`src/rtl/lzd_pkg.sv`:
```
// Shared types and helpers for the sequential leading-zero counter.
package lzd_pkg;

  // Bits scanned per cycle by the shared slice.
  localparam int unsigned LZD_BYTE = 8;

  typedef enum logic [1:0] {
    IDLE,
    SCAN,
    DONE
  } lzd_state_e;

  // Bits needed to hold a count of 0..width.
  function automatic int unsigned cw_of(input int unsigned width);
    return $clog2(width + 1);
  endfunction

endpackage

```
`src/rtl/lzd8_cnt.sv`:
```
// Combinational leading-zero count of one byte; bit 7 is the MSB.
module lzd8_cnt (
  input  logic [7:0] data,
  output logic [2:0] lz,
  output logic       zero
);

  // Ascending scan so the highest set bit is the last to write lz.
  always_comb begin
    lz   = 3'd0;
    zero = (data == 8'h00);
    for (int i = 0; i < 8; i++) begin
      if (data[i]) begin
        lz = 3'(7 - i);
      end
    end
  end

endmodule

```
`src/rtl/lzd_seq_ctrl.sv`:
```
// Sequential leading-zero counter: scans a WIDTH-bit operand one byte per
// cycle, MSB byte first, through a single shared 8-bit slice.
module lzd_seq_ctrl
  import lzd_pkg::*;
#(
  parameter  int unsigned WIDTH = 32,
  localparam int unsigned CW    = cw_of(WIDTH)
) (
  input  logic             clk,
  input  logic             rst,
  input  logic             in_valid,
  output logic             in_ready,
  input  logic [WIDTH-1:0] in_data,
  output logic             out_valid,
  input  logic             out_ready,
  output logic [CW-1:0]    out_count,
  output logic             out_zero
);

  localparam int unsigned NB = WIDTH / LZD_BYTE;
  localparam int unsigned IW = (NB > 1) ? $clog2(NB) : 1;
  localparam logic [IW-1:0] LAST_IDX  = IW'(NB - 1);
  localparam logic [CW-1:0] WIDTH_CNT = CW'(WIDTH);
  localparam logic [CW-1:0] BYTE_CNT  = CW'(LZD_BYTE);

  lzd_state_e       state_q;
  logic [WIDTH-1:0] sop_q;
  logic [IW-1:0]    idx_q;
  logic [CW-1:0]    acc_q;
  logic [CW-1:0]    count_q;
  logic             zero_q;
  logic             ready_q;
  logic             valid_q;

  logic [2:0]       slice_lz;
  logic             slice_zero;

  lzd8_cnt u_slice (
    .data (sop_q[WIDTH-1 -: LZD_BYTE]),
    .lz   (slice_lz),
    .zero (slice_zero)
  );

  // Handshake flags are registered alongside the state so neither depends
  // combinationally on any input, including rst.
  assign in_ready  = ready_q;
  assign out_valid = valid_q;
  assign out_count = count_q;
  assign out_zero  = zero_q;

  // Controller FSM with registered outputs.
  always_ff @(posedge clk) begin
    if (rst) begin
      state_q <= IDLE;
      sop_q   <= '0;
      idx_q   <= '0;
      acc_q   <= '0;
      count_q <= '0;
      zero_q  <= 1'b0;
      ready_q <= 1'b0;
      valid_q <= 1'b0;
    end else begin
      unique case (state_q)
        IDLE: begin
          ready_q <= 1'b1;
          if (in_valid && ready_q) begin
            sop_q   <= in_data;
            idx_q   <= '0;
            acc_q   <= '0;
            ready_q <= 1'b0;
            state_q <= SCAN;
          end
        end
        SCAN: begin
          if (!slice_zero) begin
            count_q <= acc_q + CW'(slice_lz);
            zero_q  <= 1'b0;
            valid_q <= 1'b1;
            state_q <= DONE;
          end else if (idx_q == LAST_IDX) begin
            count_q <= WIDTH_CNT;
            zero_q  <= 1'b1;
            valid_q <= 1'b1;
            state_q <= DONE;
          end else begin
            acc_q <= acc_q + BYTE_CNT;
            idx_q <= idx_q + IW'(1);
            sop_q <= sop_q << LZD_BYTE;
          end
        end
        DONE: begin
          // No bypass: the accept can only happen from IDLE on a later edge.
          if (out_ready) begin
            valid_q <= 1'b0;
            ready_q <= 1'b1;
            state_q <= IDLE;
          end
        end
        default: begin
          state_q <= IDLE;
          ready_q <= 1'b0;
          valid_q <= 1'b0;
        end
      endcase
    end
  end

endmodule

```
`config.mk`:
```
export PLATFORM = sky130hd
export DESIGN_NAME = lzd_seq_ctrl
export DESIGN_NICKNAME = d
export VERILOG_FILES = /design/src/rtl/lzd_pkg.sv /design/src/rtl/lzd8_cnt.sv /design/src/rtl/lzd_seq_ctrl.sv
export SDC_FILE = /design/constraint.sdc
export NUM_CORES = 1
export LEC_CHECK = 0
export ABC_AREA = 0
export CAP_MARGIN = 25
export CORE_MARGIN = 5
export CORE_UTILIZATION = 39
export CTS_CLUSTER_DIAMETER = 30
export DETAILED_ROUTE_END_ITERATION = 7
export GPL_TIMING_DRIVEN = 0
export PLACE_DENSITY_LB_ADDON = 0.2
export SYNTH_ARGS = -nofsm -noshare
export SYNTH_HDL_FRONTEND = slang
export SYNTH_HIERARCHICAL = 1
export SYNTH_SLANG_ARGS = --single-unit
```
`constraint.sdc`:
```
create_clock -name clk -period 5.15 [get_ports clk]
set_clock_uncertainty 0.2 [all_clocks]
set_input_delay 1.2875 -clock clk [delete_from_list [all_inputs] [get_ports clk]]
set_output_delay 1.2875 -clock clk [all_outputs]
set_load 0.1 [all_outputs]
```
==> results.txt <==
Pleak -> 0.954 nW
Clock slew seen by the registers of the worst setup and hold paths -> 0.09 ns
Die Wd -> 85.0 um
Die ar. -> 7220 um^2
Worst VDD drop -> 0.128 mV
CP startpoint kind -> flip-flop
Gr usage total -> 0.143
DP HPWL -> 3590 um
Hold buffers post-CTS -> 0
Number of port buffers -> 44
Initial Util -> 0.401
Largest net degree at the start of global routing -> 14
CTS resizes -> 0
Max_slew headroom -> 0.354
# IOs -> 45
Max stage delay on crit path -> 1.15 ns
Hold endpoint -> out_valid
Core box area -> 5470 um^2
Std cell rows -> 27
Fin. Hold Viols -> 0
Worst path cell trace -> clkdlybuf4s50_1
Wirelength per Cell -> 14.7 um
Hold path depth -> 2
Nets -> 304
Synth area leaders -> dfxtp_1 (44%), a211oi_2 (11%), mux2i_1 (11%), nor3_1 (6.2%), a22o_1 (4.0%)
DRT iter0 DRCs -> 80
Reg2reg setup slack -> 2.91 ns
Vias per inst -> 5.25
Root buffer cell -> clkbuf_8
DR vias -> 1780
Unrepaired setup endpoints after global routing -> no
Outcome -> complete, no violations
Min-delay src -> out_valid
Pwr Density -> 321 nW/um^2
Antenna-violating nets left -> 0
Clock H-tree levels -> 2
Clock Latency Late Sink -> 0.29 ns
Die Span Y -> 85.0 um
Ranking of synthesized cells by instance count -> dfxtp_1 (48), nor3_1 (27), mux2i_1 (24), a211oi_2 (20), a21oi_1 (13)
Internal power -> 0.000624 W
Top Family by Delay on Critical Path -> buffers and inverters
Setup Viol. Count Final -> 0
Post-Syn Instances -> 215
Number of synthesis warnings -> 6
Initial antenna violation count -> 0
Setup Buffers After CTS -> 0
Post-synth EDFFs -> 0
Total gr overflow -> 0
Worst slew pin tran -> 0.965 ns
Num CTS Buffers -> 5
Sink Count -> 48
Crit share post-route -> 0.644
Most used DFF post-synth -> dfxtp_1
Most frequent cell after synthesis -> dfxtp_1
Sw Ratio -> 0.310
ANT cells -> 0
TNS Setup -> 0 ns
Minimum clock period -> 3.31 ns
Sequential Power Share -> 0.476
Net Switching -> 0.000280 W
Area Growth Syn to Fin -> 28.3%
CTS tree -> done
Seq cells post-synth -> 48
Hold Crit Class -> reg2reg
Clock Path Buffers -> 2
Syn_area_per_cell -> 10.2 um^2
Pre-Repair DR Iteration Count -> 5
Synth area leader -> dfxtp_1
R2R cell count -> 7
Reg-to-reg startpoint -> sop_q[29]
Max cap viols -> 0
Syn nets -> 253
Reg-to-reg endpoint -> sop_q[24]
Total Power -> 0.000904 W
CP bufs+invs -> 1
Synth cell types -> 33
Max FO, Critical Path -> 4
Comb pwr share -> 0.270
Data required time of the worst path -> 3.66 ns
DRC -> 0
WL final -> 5000 um
Post-synthesis sequential area ratio -> 0.438
WS Path Type -> reg2out
Fraction of registers with async set/reset -> 0
Slowest CP cell -> clkdlybuf4s50_1
Mapped Area -> 2190 um^2
Max Slew Vio Count -> 0
GP Congestion -> 0.718
Crit path DAT -> 1.83 ns
Vias in the first global route -> 1811
Critical path endpoint category -> primary output
Layout cells sized above 1 -> 0.150
Share of the synthesized area in the top cell type -> 0.438
First-pass GRT wire length -> 8360 um
FMAX -> 302 MHz
Clock share of power -> 0.254
-- worst max path at each step --
| stage | startpoint | to | slack, ns | depth (start not counted) |
|---|---|---|---|---|
| after floorplan | in_valid | sop_q[13] | 2.61 | 5 |
| after global routing | in_ready | in_ready | 1.78 | 1 |
| after global placement | in_valid | sop_q[15] | 1.88 | 6 |
| after CTS | in_ready | in_ready | 1.81 | 1 |
| after detailed placement | in_valid | sop_q[25] | 1.86 | 6 |
| final | in_ready | in_ready | 1.84 | 1 |
-- layer usage --
layer	part of all wire	up-vias	global-route usage
met3	0.045	6	0.0350
met5	0	-	0
met2	0.45	48	0.233
met1	0.50	822	0.184
met4	0.0098	0	0.0475
li1	-	904	-
-- state kept, by name, indices dropped and copies added, names as in the netlist --
signal and count:
out_valid 1, out_zero 1, in_ready 1, idx_q 2
acc_q 3, state_q 2, out_count 6, sop_q 32
-- power groups by stage --
stage / Sequential [W] / Combinational (W) / Clock, W
2_1_floorplan: 0.000459 / 0.000152 / 0
3_3_place_gp: 0.000439 / 0.000242 / 0
3_5_place_dp: 0.000439 / 0.000244 / 0
4_1_cts: 0.000431 / 0.000246 / 0.000238
5_1_grt: 0.000436 / 0.000266 / 0.000254
6_report: 0.000430 / 0.000244 / 0.000230
-- layout by cell type (no fill, tap or decap) --
cell / count
o21ai_0: 8
a21boi_1: 1
buf_1: 1
a31oi_1: 1
a211oi_1: 5
ha_1: 2
nor2_2: 1
buf_6: 3
nand2_1: 7
and4bb_1: 1
nand3_1: 1
nand3b_1: 1
a21oi_1: 13
a2111oi_0: 1
clkbuf_8: 6
clkdlybuf4s50_1: 44
or2_1: 1
nor3b_1: 2
buf_2: 6
o41ai_2: 1
clkbuf_1: 10
nor3_1: 27
nor4bb_1: 1
and4_1: 1
clkbuf_2: 1
inv_1: 4
a22o_1: 10
or3_1: 1
mux2i_1: 24
nor2_1: 3
a211oi_2: 20
mux2_2: 2
nor2b_1: 5
nand2b_1: 4
dfxtp_1: 48
-- through the flow --
step                      hold WS (ns)  std cells  cell area [um^2]  utilization  setup WS [ns]
after floorplan                  0.242        215              2190            -           2.61
after global placement           0.248        331              2720        0.497           1.88
after detailed placement         0.254        331              2720        0.497           1.86
after CTS                        0.267        339              2810        0.514           1.81
after global routing             0.296        339              2810        0.514           1.78
final                            0.265        339              2810        0.514           1.84
-- cells by family after synthesis --
logic type | synth area share
simple gates | 0.140
fa+ha+maj | 0.0114
mux | 0.120
buf+inv | 0.0536
compound gates | 0.237
flops | 0.438
-- final cells by class --
type	count	area, um^2
Buffer	19	103
Sequential cell	48	961
Fill cell	555	2660
Inverter	4	15.0
Tap cell	72	90.1
Multi-Input combinational cell	144	1110
Clock buffer	8	90.1
Timing Repair Buffer	44	440
Note: power is estimated with default switching activity, not from simulation.
